## config.mk

```make
export PLATFORM = sky130hd
export DESIGN_NAME = ram_port_arbiter_flat
export DESIGN_NICKNAME = d
export VERILOG_FILES = /design/src/rtl/ram_port_arbiter_if.sv /design/src/rtl/ram_port_arbiter.sv /design/src/flat_wrapper.sv
export SDC_FILE = /design/constraint.sdc
export NUM_CORES = 1
export LEC_CHECK = 0
export ABC_AREA = 0
export CORE_UTILIZATION = 35
export CTS_BUF_LIST = sky130_fd_sc_hd__clkbuf_4
export CTS_CLUSTER_DIAMETER = 80
export DETAILED_ROUTE_END_ITERATION = 10
export PLACE_DENSITY = 0.77
export SETUP_SLACK_MARGIN = 0.15
export SLEW_MARGIN = 30
export SYNTH_ARGS = -nofsm -noshare
export SYNTH_HDL_FRONTEND = slang
export SYNTH_SLANG_ARGS = --single-unit
```

## constraint.sdc

```tcl
create_clock -name clk -period 2.46 [get_ports clk]
set_clock_uncertainty 0.05 [all_clocks]
set_input_delay 0.492 -clock clk [delete_from_list [all_inputs] [get_ports clk]]
set_output_delay 0.492 -clock clk [all_outputs]
set_load 0.05 [all_outputs]
```

## src/rtl/ram_port_arbiter_if.sv

```systemverilog
// Requester-side bus of ram_port_arbiter: level req / one-cycle ack handshake for three ports
// plus the shared read-data, grant and busy status returned to all of them.
interface ram_port_arbiter_if #(
  parameter int DATA_BITS = 8,
  parameter int ADDR_BITS = 11
);
  logic [2:0]           req;
  logic [2:0]           we;
  logic [ADDR_BITS-1:0] addr0;
  logic [ADDR_BITS-1:0] addr1;
  logic [ADDR_BITS-1:0] addr2;
  logic [DATA_BITS-1:0] wdata0;
  logic [DATA_BITS-1:0] wdata1;
  logic [DATA_BITS-1:0] wdata2;
  logic [2:0]           ack;
  logic [DATA_BITS-1:0] rdata;
  logic [1:0]           grant;
  logic                 busy;

  modport master (
    output req, we, addr0, addr1, addr2, wdata0, wdata1, wdata2,
    input  ack, rdata, grant, busy
  );

  modport slave (
    input  req, we, addr0, addr1, addr2, wdata0, wdata1, wdata2,
    output ack, rdata, grant, busy
  );
endinterface

```

## src/rtl/ram_port_arbiter.sv

```systemverilog
// Shares one single-port synchronous RAM between CPU (0), video (1) and DMA (2) via an IDLE/ACCESS/DONE FSM.
// Define RAM_ARB_ROUND_ROBIN_EN for rotating priority; default is fixed priority 0 > 1 > 2.
module ram_port_arbiter #(
  parameter int DATA_BITS = 8,
  parameter int ADDR_BITS = 11
) (
  input  logic                 clk,
  input  logic                 reset,
  ram_port_arbiter_if.slave    bus,
  output logic [ADDR_BITS-1:0] ram_addr,
  output logic                 ram_nwe,
  output logic [DATA_BITS-1:0] ram_din,
  input  logic [DATA_BITS-1:0] ram_dout
);

  typedef enum logic [1:0] {
    IDLE   = 2'd0,
    ACCESS = 2'd1,
    DONE   = 2'd2
  } state_t;

  localparam logic [1:0] GRANT_NONE = 2'd3;

  state_t               state_q, state_d;
  logic [2:0]           ack_q, ack_d;
  logic [DATA_BITS-1:0] rdata_q, rdata_d;
  logic [1:0]           grant_q, grant_d;
  logic                 busy_q, busy_d;
  logic [ADDR_BITS-1:0] ram_addr_q, ram_addr_d;
  logic                 ram_nwe_q, ram_nwe_d;
  logic [DATA_BITS-1:0] ram_din_q, ram_din_d;
  logic                 wr_q, wr_d;

  logic                 win_valid;
  logic [1:0]           win_idx;
  logic [ADDR_BITS-1:0] win_addr;
  logic [DATA_BITS-1:0] win_wdata;
  logic                 win_we;

`ifdef RAM_ARB_ROUND_ROBIN_EN
  // last_q holds the most recently served port; search starts one past it.
  logic [1:0] last_q, last_d;
  logic [1:0] cand [3];
  logic [2:0] hit;

  for (genvar gi = 0; gi < 3; gi++) begin : g_cand
    logic [2:0] sum;
    assign sum      = {1'b0, last_q} + 3'(gi + 1);
    assign cand[gi] = (sum >= 3'd3) ? 2'(sum - 3'd3) : sum[1:0];
    assign hit[gi]  = (cand[gi] == 2'd0) ? bus.req[0] :
                      (cand[gi] == 2'd1) ? bus.req[1] : bus.req[2];
  end

  always_comb begin
    win_valid = |hit;
    if (hit[0]) begin
      win_idx = cand[0];
    end else if (hit[1]) begin
      win_idx = cand[1];
    end else begin
      win_idx = cand[2];
    end
  end

  always_comb begin
    last_d = last_q;
    if (state_q == DONE) begin
      last_d = grant_q;
    end
  end

  always_ff @(posedge clk) begin
    if (reset) begin
      last_q <= 2'd2;
    end else begin
      last_q <= last_d;
    end
  end
`else
  always_comb begin
    win_valid = |bus.req;
    if (bus.req[0]) begin
      win_idx = 2'd0;
    end else if (bus.req[1]) begin
      win_idx = 2'd1;
    end else begin
      win_idx = 2'd2;
    end
  end
`endif

  always_comb begin
    win_addr  = bus.addr0;
    win_wdata = bus.wdata0;
    win_we    = bus.we[0];
    case (win_idx)
      2'd1: begin
        win_addr  = bus.addr1;
        win_wdata = bus.wdata1;
        win_we    = bus.we[1];
      end
      2'd2: begin
        win_addr  = bus.addr2;
        win_wdata = bus.wdata2;
        win_we    = bus.we[2];
      end
      default: ;
    endcase
  end

  // ram_nwe defaults high so a write strobe can only last the single ACCESS cycle.
  always_comb begin
    state_d    = state_q;
    ack_d      = 3'b000;
    rdata_d    = rdata_q;
    grant_d    = grant_q;
    busy_d     = busy_q;
    ram_addr_d = ram_addr_q;
    ram_din_d  = ram_din_q;
    ram_nwe_d  = 1'b1;
    wr_d       = wr_q;
    case (state_q)
      IDLE: begin
        if (win_valid) begin
          ram_addr_d = win_addr;
          ram_din_d  = win_wdata;
          ram_nwe_d  = ~win_we;
          wr_d       = win_we;
          grant_d    = win_idx;
          busy_d     = 1'b1;
          state_d    = ACCESS;
        end
      end
      ACCESS: begin
        state_d = DONE;
      end
      DONE: begin
        if (!wr_q) begin
          rdata_d = ram_dout;
        end
        ack_d   = 3'b001 << grant_q;
        grant_d = GRANT_NONE;
        busy_d  = 1'b0;
        state_d = IDLE;
      end
      default: begin
        state_d = IDLE;
      end
    endcase
  end

  always_ff @(posedge clk) begin
    if (reset) begin
      state_q    <= IDLE;
      ack_q      <= 3'b000;
      rdata_q    <= '0;
      grant_q    <= GRANT_NONE;
      busy_q     <= 1'b0;
      ram_addr_q <= '0;
      ram_nwe_q  <= 1'b1;
      ram_din_q  <= '0;
      wr_q       <= 1'b0;
    end else begin
      state_q    <= state_d;
      ack_q      <= ack_d;
      rdata_q    <= rdata_d;
      grant_q    <= grant_d;
      busy_q     <= busy_d;
      ram_addr_q <= ram_addr_d;
      ram_nwe_q  <= ram_nwe_d;
      ram_din_q  <= ram_din_d;
      wr_q       <= wr_d;
    end
  end

  assign bus.ack   = ack_q;
  assign bus.rdata = rdata_q;
  assign bus.grant = grant_q;
  assign bus.busy  = busy_q;
  assign ram_addr  = ram_addr_q;
  assign ram_nwe   = ram_nwe_q;
  assign ram_din   = ram_din_q;

endmodule

```

## src/flat_wrapper.sv

```systemverilog
// flat-port wrapper written by rule: the top's interface ports become plain ports
module ram_port_arbiter_flat 
#(
  parameter int DATA_BITS = 8,
  parameter int ADDR_BITS = 11
)
  (clk, reset, ram_addr, ram_nwe, ram_din, ram_dout, bus_req, bus_we, bus_addr0, bus_addr1, bus_addr2, bus_wdata0, bus_wdata1, bus_wdata2, bus_ack, bus_rdata, bus_grant, bus_busy);
  ram_port_arbiter_if #(.DATA_BITS(DATA_BITS), .ADDR_BITS(ADDR_BITS)) bus_i ();
  input  logic clk;
  input  logic reset;
  output logic [ADDR_BITS-1:0] ram_addr;
  output logic ram_nwe;
  output logic [DATA_BITS-1:0] ram_din;
  input  logic [DATA_BITS-1:0] ram_dout;
  input wire logic [$bits(bus_i.req)-1:0] bus_req;
  input wire logic [$bits(bus_i.we)-1:0] bus_we;
  input wire logic [$bits(bus_i.addr0)-1:0] bus_addr0;
  input wire logic [$bits(bus_i.addr1)-1:0] bus_addr1;
  input wire logic [$bits(bus_i.addr2)-1:0] bus_addr2;
  input wire logic [$bits(bus_i.wdata0)-1:0] bus_wdata0;
  input wire logic [$bits(bus_i.wdata1)-1:0] bus_wdata1;
  input wire logic [$bits(bus_i.wdata2)-1:0] bus_wdata2;
  output wire logic [$bits(bus_i.ack)-1:0] bus_ack;
  output wire logic [$bits(bus_i.rdata)-1:0] bus_rdata;
  output wire logic [$bits(bus_i.grant)-1:0] bus_grant;
  output wire logic [$bits(bus_i.busy)-1:0] bus_busy;
  assign bus_i.req = bus_req;
  assign bus_i.we = bus_we;
  assign bus_i.addr0 = bus_addr0;
  assign bus_i.addr1 = bus_addr1;
  assign bus_i.addr2 = bus_addr2;
  assign bus_i.wdata0 = bus_wdata0;
  assign bus_i.wdata1 = bus_wdata1;
  assign bus_i.wdata2 = bus_wdata2;
  assign bus_ack = bus_i.ack;
  assign bus_rdata = bus_i.rdata;
  assign bus_grant = bus_i.grant;
  assign bus_busy = bus_i.busy;
  ram_port_arbiter #(.DATA_BITS(DATA_BITS), .ADDR_BITS(ADDR_BITS)) u_core (.clk(clk), .reset(reset), .bus(bus_i), .ram_addr(ram_addr), .ram_nwe(ram_nwe), .ram_din(ram_din), .ram_dout(ram_dout));
endmodule
```

==> summary.txt <==
run status = finished clean
routability-driven placement congestion ratio = 0.723
Yosys warnings = 0
Pleak = 1.11 nW
Final Cycle Share = 0.863
syn nets = 242
TritonCTS Buffers = 5
post-cts resize count = 0
drt wl/cell = 13.2 um
Worst EP required = 1.92 ns
RSZ-0062 raised after global routing = no
worst path arrival time = 1.58 ns
final core utilization = 0.623
Buf/Inv on CP = 1
Clk Latency, worst-skew pair = 0.33 ns
DRC errors left = 0
CP Launch Point = u_core.bus.grant[1]
die area = 5100 sq um
drt first-iter violations = 27
Max FO, Critical Path = 6
number of global-route vias before repair = 1,567
clock power share = 0.205
CTS H-tree depth = 2
pin count of the biggest net entering global routing = 43
max cap viols = 0
Core ar. = 4500 sq um
all-layer global routing usage = 0.174
clk slew on worst S/H paths = 0.11 ns
total grt overflow = 0
PD cells = 535 nW/um^2
Internal = 1.00 mW
Starting Density = 0.374
slew of the pin with the lowest slew margin = 0.531 ns
post-synthesis cell area = 1690 sq um
CTS Root Cell = clkbuf_4
Final ANT Viol Nets = 0
Reg power frac = 0.453
postcts setup bufs = 0
Final Max Slew Viols = 0
Nets = 347
CP peak stage delay = 0.84 ns
Die Width = 71.4 um
number of diodes = 0
#FFs+latches synth = 37
drt first pass iters = 4
DR vias/cell = 4.89
Worst R2R Start = u_core.state_q[1]
share of layout cells above drive strength 1 = 0.0727
FILL cells = 419
initial antenna violation count = 0
CTS Buffer Depth = 2
FMAX = 0.471 GHz
Post-Syn Instances = 169
P_sw = 501 uW
HP Class = flip-flop to flip-flop
final WL = 4300 um
Area growth, synth to finish = 66.5%
EDFF count, synth = 0
most common flop cell mapped by yosys = dfxtp_1
first-pass GRT wire length = 6970 um
Row Count = 24
HPWL after DPL = 3250 um
Avg Cell Area, Syn = 9.98 sq um
Comb power frac = 0.342
final setup violation count = 0
IO Pins = 107
CTS Sinks = 37
Final Critical Period = 2.12 ns
commonest non-fill, non-tap cells in the layout = clkdlybuf4s50_1 (106), dfxtp_1 (37), mux2i_1 (28)
vias post-DR = 1,600
Netlist cell types = 24
max_slew headroom = 0.645
peak supply drop = 235 uV
asr flop ratio synth = 0
Pwr Total = 1.50 mW
Top delay family on crit path = buffers and inverters
Switching Share = 0.334
crit start category = flip-flop
Setup crit end kind = output port
commonest non-fill, non-tap cell in the layout = clkdlybuf4s50_1
setup TNS = 0 ns
overall die height = 71.4 um
sequential share of the synthesized area = 0.439
WS Path Type = flip-flop to output port
master of the slowest instance on the critical path = clkdlybuf4s50_1
CTS tree = yes
Hold Crit Start = u_core.ram_din[3]
crit-path cells = clkdlybuf4s50_1
Port Buffer Count = 106
Hold-fix buffers, CTS = 0
final hold viol count = 0
==> through the flow <==
| stage | cell area [sq um] | instances | worst slack [ns] | hold slack, ns |
|---|---|---|---|---|
| detailed placement | 2750 | 319 | 0.415 | 0.413 |
| CTS | 2810 | 327 | 0.314 | 0.443 |
| finish | 2810 | 327 | 0.336 | 0.439 |
| global route | 2810 | 327 | 0.284 | 0.469 |
| global placement | 2750 | 319 | 0.463 | 0.410 |
| floorplan | 1690 | 169 | 1.00 | 0.421 |
==> cell type report <==
type	instances	area [sq um]	share of cell area
Timing Repair Buffer	113	1110	0.397
Inverter	2	7.51	0.00267
Clock buffer	5	37.5	0.0134
Tap cell	52	65.1	0.0232
Multi-Input combinational cell	115	826	0.294
Sequential cell	37	741	0.264
Clock inverter	3	17.5	0.00624
==> per-layer routing <==
layer,part of all wire,GRT usage
met5,0,0
met4,0.011,0.0733
met3,0.083,0.0605
met2,0.50,0.309
met1,0.40,0.189
==> path summary, 6_finish.rpt <==
| kind | end | slack (ns) | cells after the start |
|---|---|---|---|
| worst max register to register | u_core.bus.rdata[5] | 1.13 | 4 |
| worst max-delay path | bus_grant[1] | 0.34 | 1 |
| worst min-delay path | u_core.ram_din[3] | 0.44 | 1 |
| worst min register to register | u_core.ram_din[3] | 0.44 | 1 |
==> power by group through the flow <==
stage | Combinational, mW | Clock (mW) | Sequential, mW
floorplan | 0.153 | 0 | 0.838
CTS | 0.519 | 0.323 | 0.680
global placement | 0.514 | 0 | 0.692
global route | 0.545 | 0.350 | 0.687
detailed placement | 0.518 | 0 | 0.693
finish | 0.514 | 0.308 | 0.680
==> cell families (layout without fill, tap and decap cells) <==
family / Yosys count / count (layout) / share of synthesized area
AND/OR/NAND/NOR: 39 / 39 / 0.124
buffers and inverters: 17 / 123 / 0.0712
multiplexers: 28 / 28 / 0.166
AO/OA/AOI/OAI: 48 / 48 / 0.200
flip-flops: 37 / 37 / 0.439
==> synth_stat cells (2+ instances only) <==
master,count,area share
mux2i_1,28,0.17
buf_6,5,0.033
a22o_1,20,0.10
nor4b_1,2,0.010
dfxtp_1,37,0.44
o21ai_0,22,0.065
clkbuf_1,5,0.011
buf_4,5,0.022
inv_1,2,0.0045
nand2_1,21,0.047
a21oi_1,2,0.0059
nor2_1,8,0.018
==> flip-flops by register name, summed over array words and instances (netlist names) <==
register / cells
u_core.bus.rdata: 8
u_core.bus.busy: 1
u_core.wr_q: 1
u_core.bus.grant: 2
u_core.ram_nwe: 1
u_core.bus.ack: 3
u_core.ram_din: 8
u_core.state_q: 2
u_core.ram_addr: 11
No activity file was read; power rests on OpenSTA's default activity.
